`src/rtl/imem_loader_pkg.sv`:
```
// Shared CPU package: loader FSM states and depth constants.
// Imported by the instruction-memory loader.
package imem_loader_pkg;

  localparam int LOADER_ADDR_WIDTH = 8;
  localparam int LOADER_DEPTH = 1 << LOADER_ADDR_WIDTH;

  typedef enum logic [2:0] {
    ST_IDLE,
    ST_LOAD,
    ST_RELEASE,
    ST_RUN,
    ST_ERROR
  } loader_state_t;

endpackage

```
`src/rtl/imem_loader.sv`:
```
// Streams a program into instruction memory while holding the CPU
// in reset, then releases it for one cycle and raises start.
// Ports: clock/reset (async, active-high); load_req restarts a
// session; word_valid/word_data/word_last + word_ready stream words;
// imem_we/imem_addr/imem_wdata drive the memory one cycle later;
// cpu_reset/start control the CPU; word_count counts writes;
// overflow_err is sticky until load_req or reset.
module imem_loader
  import imem_loader_pkg::*;
#(
  parameter int ADDR_WIDTH = LOADER_ADDR_WIDTH,
  parameter int DATA_WIDTH = 32
) (
  input  logic                  clock,
  input  logic                  reset,
  input  logic                  load_req,
  input  logic                  word_valid,
  input  logic [DATA_WIDTH-1:0] word_data,
  input  logic                  word_last,
  output logic                  word_ready,
  output logic                  imem_we,
  output logic [ADDR_WIDTH-1:0] imem_addr,
  output logic [DATA_WIDTH-1:0] imem_wdata,
  output logic                  cpu_reset,
  output logic                  start,
  output logic [ADDR_WIDTH:0]   word_count,
  output logic                  overflow_err
);

  localparam logic [ADDR_WIDTH-1:0] PTR_MAX = '1;
  localparam logic [ADDR_WIDTH:0] CNT_MAX =
    {1'b1, {ADDR_WIDTH{1'b0}}};

  loader_state_t         state;
  logic [ADDR_WIDTH-1:0] ptr;
  logic                  hs;

  // load_req has priority: a restart cycle never accepts a word.
  assign word_ready = (state == ST_LOAD) && !load_req;
  assign hs = word_valid && word_ready;

  always_ff @(posedge clock or posedge reset) begin
    if (reset) begin
      state        <= ST_IDLE;
      ptr          <= '0;
      imem_we      <= 1'b0;
      imem_addr    <= '0;
      imem_wdata   <= '0;
      cpu_reset    <= 1'b1;
      start        <= 1'b0;
      word_count   <= '0;
      overflow_err <= 1'b0;
    end else begin
      imem_we <= 1'b0;
      unique case (state)
        ST_IDLE, ST_RUN, ST_ERROR: begin
          if (load_req) begin
            state        <= ST_LOAD;
            ptr          <= '0;
            word_count   <= '0;
            overflow_err <= 1'b0;
            cpu_reset    <= 1'b1;
            start        <= 1'b0;
          end
        end
        ST_LOAD: begin
          if (load_req) begin
            ptr        <= '0;
            word_count <= '0;
          end else if (hs) begin
            imem_we    <= 1'b1;
            imem_addr  <= ptr;
            imem_wdata <= word_data;
            if (word_count != CNT_MAX)
              word_count <= word_count + 1'b1;
            // Pointer parks at the top word instead of wrapping.
            if (ptr != PTR_MAX)
              ptr <= ptr + 1'b1;
            if (word_last) begin
              state     <= ST_RELEASE;
              cpu_reset <= 1'b0;
            end else if (ptr == PTR_MAX) begin
              state        <= ST_ERROR;
              overflow_err <= 1'b1;
            end
          end
        end
        ST_RELEASE: begin
          state <= ST_RUN;
          start <= 1'b1;
        end
        default: begin
          state     <= ST_IDLE;
          cpu_reset <= 1'b1;
          start     <= 1'b0;
        end
      endcase
    end
  end

endmodule
```
`config.mk`:
```
export PLATFORM = sky130hd
export DESIGN_NAME = imem_loader
export DESIGN_NICKNAME = d
export VERILOG_FILES = /design/src/rtl/imem_loader_pkg.sv /design/src/rtl/imem_loader.sv
export SDC_FILE = /design/constraint.sdc
export NUM_CORES = 1
export LEC_CHECK = 0
export CORE_UTILIZATION = 35
export DETAILED_ROUTE_END_ITERATION = 10
export SLEW_MARGIN = 20
export SYNTH_ARGS = -nofsm -noshare
export SYNTH_HDL_FRONTEND = slang
export SYNTH_SLANG_ARGS = --single-unit
```
`constraint.sdc`:
```
create_clock -name clock -period 3.3 [get_ports clock]
set_input_delay 0.66 -clock clock [delete_from_list [all_inputs] [get_ports clock]]
set_output_delay 0.66 -clock clock [all_outputs]
set_load 0.02 [all_outputs]
```
== Word level (Yosys, flattened, before mapping) ==
Cells that the tools add are included.

* Reduce and logical (&&, ||, !) cells: 13
* Mux-type cells: 31
* Add/sub/neg operators: 2
* Bitwise gates (word level): 3
* Equal/unequal tests: 17

{| class="wikitable"
|+ Operators with widths
! kind !! number
|-
| two-way mux 9 bit || 4
|-
| two-way mux 8 bit || 4
|-
| case mux 9 bit (2 select lines) || 1
|-
| case mux 8 bit (2 select lines) || 1
|-
| two-way mux 3 bit || 5
|-
| two-way mux 1 bit || 12
|-
| AND reduction 4 bit || 3
|-
| inequality test 2 bit (second input constant) || 5
|-
| adder 9 x 1 -> 9 bit (second input constant) || 1
|-
| inequality test 3 x 2 -> 1 bit (second input constant) || 3
|-
| inequality test 9 bit (second input constant) || 1
|-
| case mux 3 bit (3 select lines) || 1
|-
| adder 8 x 1 -> 8 bit (second input constant) || 1
|-
| equality test 8 bit (second input constant) || 1
|-
| inequality test 8 bit (second input constant) || 1
|-
| equality test 3 x 2 -> 1 bit (second input constant) || 2
|-
| case mux 1 bit (3 select lines) || 2
|-
| AND reduction 6 bit || 1
|-
| AND reduction 5 bit || 1
|-
| equality test 3 x 1 -> 1 bit (second input constant) || 1
|-
| equality test 3 bit (second input constant) || 1
|-
| zero test 3 bit || 1
|-
| inequality test 3 bit (second input constant) || 1
|-
| inverter 1 bit || 3
|-
| 8 further kinds || 9
|}

* Word-level logic and storage cells: 75
* Input port bits: 37
* Output and inout bits: 54
* Register bits after elaboration: 64

== Logic depth before layout (Yosys ltp) ==
* Word-level depth: 6
* Gate-level depth with buffers: 8
* Mapped depth without buffers: 6

== Worst setup path before layout ==
No wires, ideal clock.

* Kind: input to output
* From: input port load_req
* To: output port word_ready
* Stages on the path: 3
* Setup slack: 1,228 ps
* Arrival time: 1,412 ps
* Cells stage by stage: or4b_1 > buf_4 > clkinv_4

* Cells in the longest elaborated chain, start to end: 2

{| class="wikitable"
|+ RTL lines
! what !! line !! RTL
|-
| start: declaration || imem_loader.sv:16 || <nowiki>input logic load_req,</nowiki>
|-
| zero test 1 bit || imem_loader.sv:39 || <nowiki>assign word_ready = (state == ST_LOAD) && !load_req;</nowiki>
|-
| logical AND 1 bit || imem_loader.sv:39 ||
|-
| end: declaration || imem_loader.sv:20 || <nowiki>output logic word_ready,</nowiki>
|}

No other way between the ends.

== Worst setup path in the final report ==
Ends and elaborated chain as after synthesis.

==> impl_metrics.py <==
metrics = {
    "run_status": {
        "status": "completed",
    },
    "layout": {
        "syn_to_final_growth_pct": 39.6,
        "final_cell_area_um2": 4120,
        "nNetsFinal": 453,
        "nFillCells": 798,
        "diodes": 0,
        "final_layout_size_suffix_gt1_share_pct": 8.15,
    },
    "setup_path": {
        "crit_arrival_ns": 2.39,
        "critPathRequiredTime_ns": 2.64,
        "r2r_setup_slack_ns": 1.18,
        "path_delay_family": "buffers and inverters",
        "rr_endpoint": "ptr[4]",
        "startpoint_type": "input pin",
        "crit_path_max_incr_delay_ns": 0.61,
        "critPathMaxFanout": 10,
        "crit_buf_inv": 3,
        "cp-end-kind": "output pin",
        "crit_path_frequent_cell": "clkdlybuf4s50_1",
        "crit_type": "input pin to output pin",
        "cpMaxStageDelayCell": "clkdlybuf4s50_1",
        "r2r_cells": 5,
        "path_cells": "clkdlybuf4s50_1 > or4b_1 > clkinv_4 > clkdlybuf4s50_1",
        "regToRegStartpoint": "state[1]",
    },
    "global_route": {
        "grt_util_met1_pct": 22.2,
        "grt_use_met3_pct": 5.02,
        "grt_overflow": 0,
        "grt_max_degree": 45,
        "grt_pass1_vias": 2568,
        "grt_pass1_wl_um": 11900,
        "use_met2_pct": 27.3,
        "grt_busiest_layer": "met2",
        "track_usage_pct": 17.2,
        "antenna_found_initial": 0,
    },
    "timing": {
        "hold_viol": 0,
        "slew_violations": 0,
        "setup-tns-final_ns": 0,
        "fmax_mhz": 328,
        "setup_viol": 0,
        "finalCriticalPeriod_ns": 3.05,
        "rsz0062_at_grt": "false",
        "clock_skew_ns": 0.00630,
        "fin_crit_sh_pct": 92.4,
        "max_slew_margin_pct": 52.9,
        "worstMarginPinSlew_ns": 0.706,
    },
    "yosys": {
        "syn_nets": 361,
        "synth_top_area_cell": "dfrtp_1",
        "ys_warn_count": 0,
        "seq_area_frac_synth_pct": 54.3,
        "yosys_most_used_dff": "dfrtp_1",
        "synthTopCellsByCount": "130 x nand2_1, 63 x dfrtp_1, 10 x o21ai_0",
        "postSynthCellCount": 321,
        "synth.avg_cell_area_um2": 9.19,
        "synth_edf_count": 0,
        "synth_top_area_share_pct": 53.4,
        "synth.distinct_cells": 52,
        "synth-seq-cells": 64,
        "synth_area_um2": 2950,
        "synthTopCellsByArea": "dfrtp_1 53%, nand2_1 17%, buf_6 1.9%, o21ai_0 1.7%, a21oi_1 1.4%",
        "yosysMostFrequentCell": "nand2_1",
        "synth-async-reset-ratio_pct": 100,
    },
    "floorplanning": {
        "top_level_ports": 91,
        "dieWidth_um": 93.8,
        "start_util_pct": 36.1,
        "fp.dieH_um": 93.8,
        "design.core.area_um2": 8180,
        "row_count": 33,
        "die-area_um2": 8800,
    },
    "drt": {
        "wl_per_cell_um": 13.1,
        "initialDrtViolationCount": 84,
        "vias": 2560,
        "firstDrtPassIters": 4,
        "drc_errors": 0,
        "via_per_inst": 4.90,
        "final_antenna_net_count": 0,
        "wl_um": 6860,
    },
    "place": {
        "place_area_um2": 3920,
        "gp_congestion": 0.802,
        "post-dp-hpwl_um": 4750,
        "portBuffers": 90,
    },
    "clock_network": {
        "postCtsResizedCells": 0,
        "clk_latency_ns": 0.33,
        "clockRootBuffer": "clkbuf_8",
        "cts_inserted_buffers": 9,
        "cts_tree": "built",
        "cts_max_level": 3,
        "post_cts_buffers": 0,
        "hold_buffers": 0,
        "cts.clk_slew.worst_paths_ns": 0.07,
        "clockBufferDepth": 2,
        "clock-sinks": 64,
    },
    "pwr": {
        "p_leak_nw": 1.95,
        "power-per-cell-area_nw_per_um2": 563,
        "vdd_ir_drop_max_uv": 206,
    },
    "flow_run": {
        "drv_cap": 0,
    },
    "worst_hold_path": {
        "hold_class": "register to register",
        "hold_depth": 2,
        "min_delay_worst_endpoint": "imem_wdata[22]",
        "min_from": "imem_wdata[22]",
    },
}
stage by stage:
stage / instances / power, W / hold slack, ns / setup WS (ns) / util, %
2_1_floorplan: 321 / 0.00133 / 0.472 / 1.04 / -
3_3_place_gp: 507 / 0.00164 / 0.457 / 0.251 / 47.9
3_5_place_dp: 507 / 0.00165 / 0.462 / 0.249 / 47.9
4_1_cts: 522 / 0.00235 / 0.479 / 0.238 / 50.4
5_1_grt: 522 / 0.00246 / 0.498 / 0.174 / 50.4
6_report: 522 / 0.00232 / 0.474 / 0.250 / 50.4
worst max-delay path by stage:
| stage | from | to | slack, ns | cells after the start |
|---|---|---|---|---|
| finish | load_req | word_ready | 0.25 | 4 |
| floorplan | reset | imem_addr[0] | 1.04 | 1 |
| global route | load_req | word_ready | 0.17 | 4 |
| global placement | load_req | word_ready | 0.25 | 4 |
| CTS | load_req | word_ready | 0.24 | 4 |
| detailed placement | load_req | word_ready | 0.25 | 4 |
registers in the layout (all words and copies together) (netlist names):
name          count
imem_wdata       32
word_count        9
start             1
ptr               8
imem_addr         8
cpu_reset         1
state             3
imem_we           1
overflow_err      1
routing by layer:
metal	up-vias	part of all wire (%)	routed length [um]
li1	1262	-	-
met1	1213	48	3300
met2	78	44	3030
met3	7	6.9	475
met4	0	0.93	64
met5	-	0	0
area by class of cell:
type	instances	area (um2)	area share, %
repair buffers	95	938	22.8
clock inverters	3	40.0	0.971
well taps	105	131	3.19
flip-flops and latches	64	1600	38.9
multi-input cells	232	1190	28.9
clock buffers	12	165	4.01
inverters	11	51.3	1.24
layout by cell type (no fill, tap or decap), types with 3 or more instances in the layout:
| master | count |
|---|---|
| a21oi_1 | 8 |
| a22o_1 | 3 |
| a31oi_1 | 6 |
| and3_1 | 3 |
| buf_4 | 5 |
| clkbuf_8 | 12 |
| clkdlybuf4s50_1 | 90 |
| dfrtp_1 | 63 |
| ha_1 | 3 |
| inv_1 | 8 |
| mux2i_1 | 3 |
| nand2_1 | 130 |
| nand3_1 | 6 |
| nor2_1 | 8 |
| nor2b_1 | 5 |
| nor3_1 | 5 |
| o21ai_0 | 10 |
| o22a_1 | 4 |
power by group:
group / switching [W] / internal (W) / total, W / leakage, nW
Clock: 0.000291 / 0.000404 / 0.000695 / 0.108
Combinational: 0.000340 / 0.000309 / 0.000649 / 1.01
Sequential: 0.0000733 / 0.000905 / 0.000978 / 0.831
logic make-up (layout without fill, tap and decap cells):
group | count (synthesis) | in the layout | synth area share [%]
compound gates | 54 | 54 | 12.8
fa+ha+maj | 3 | 3 | 1.27
buf+inv | 25 | 121 | 5.30
flops | 64 | 64 | 54.3
mux | 5 | 5 | 1.78
simple gates | 170 | 170 | 24.6
worst min-delay path: cells and delay by family, from the launching register on:
kind / cells / cell delay (ns)
AND/OR/NAND/NOR: 2 / 0.11
flip-flops: 1 / 0.34
Note: power is estimated with default switching activity, not from simulation.
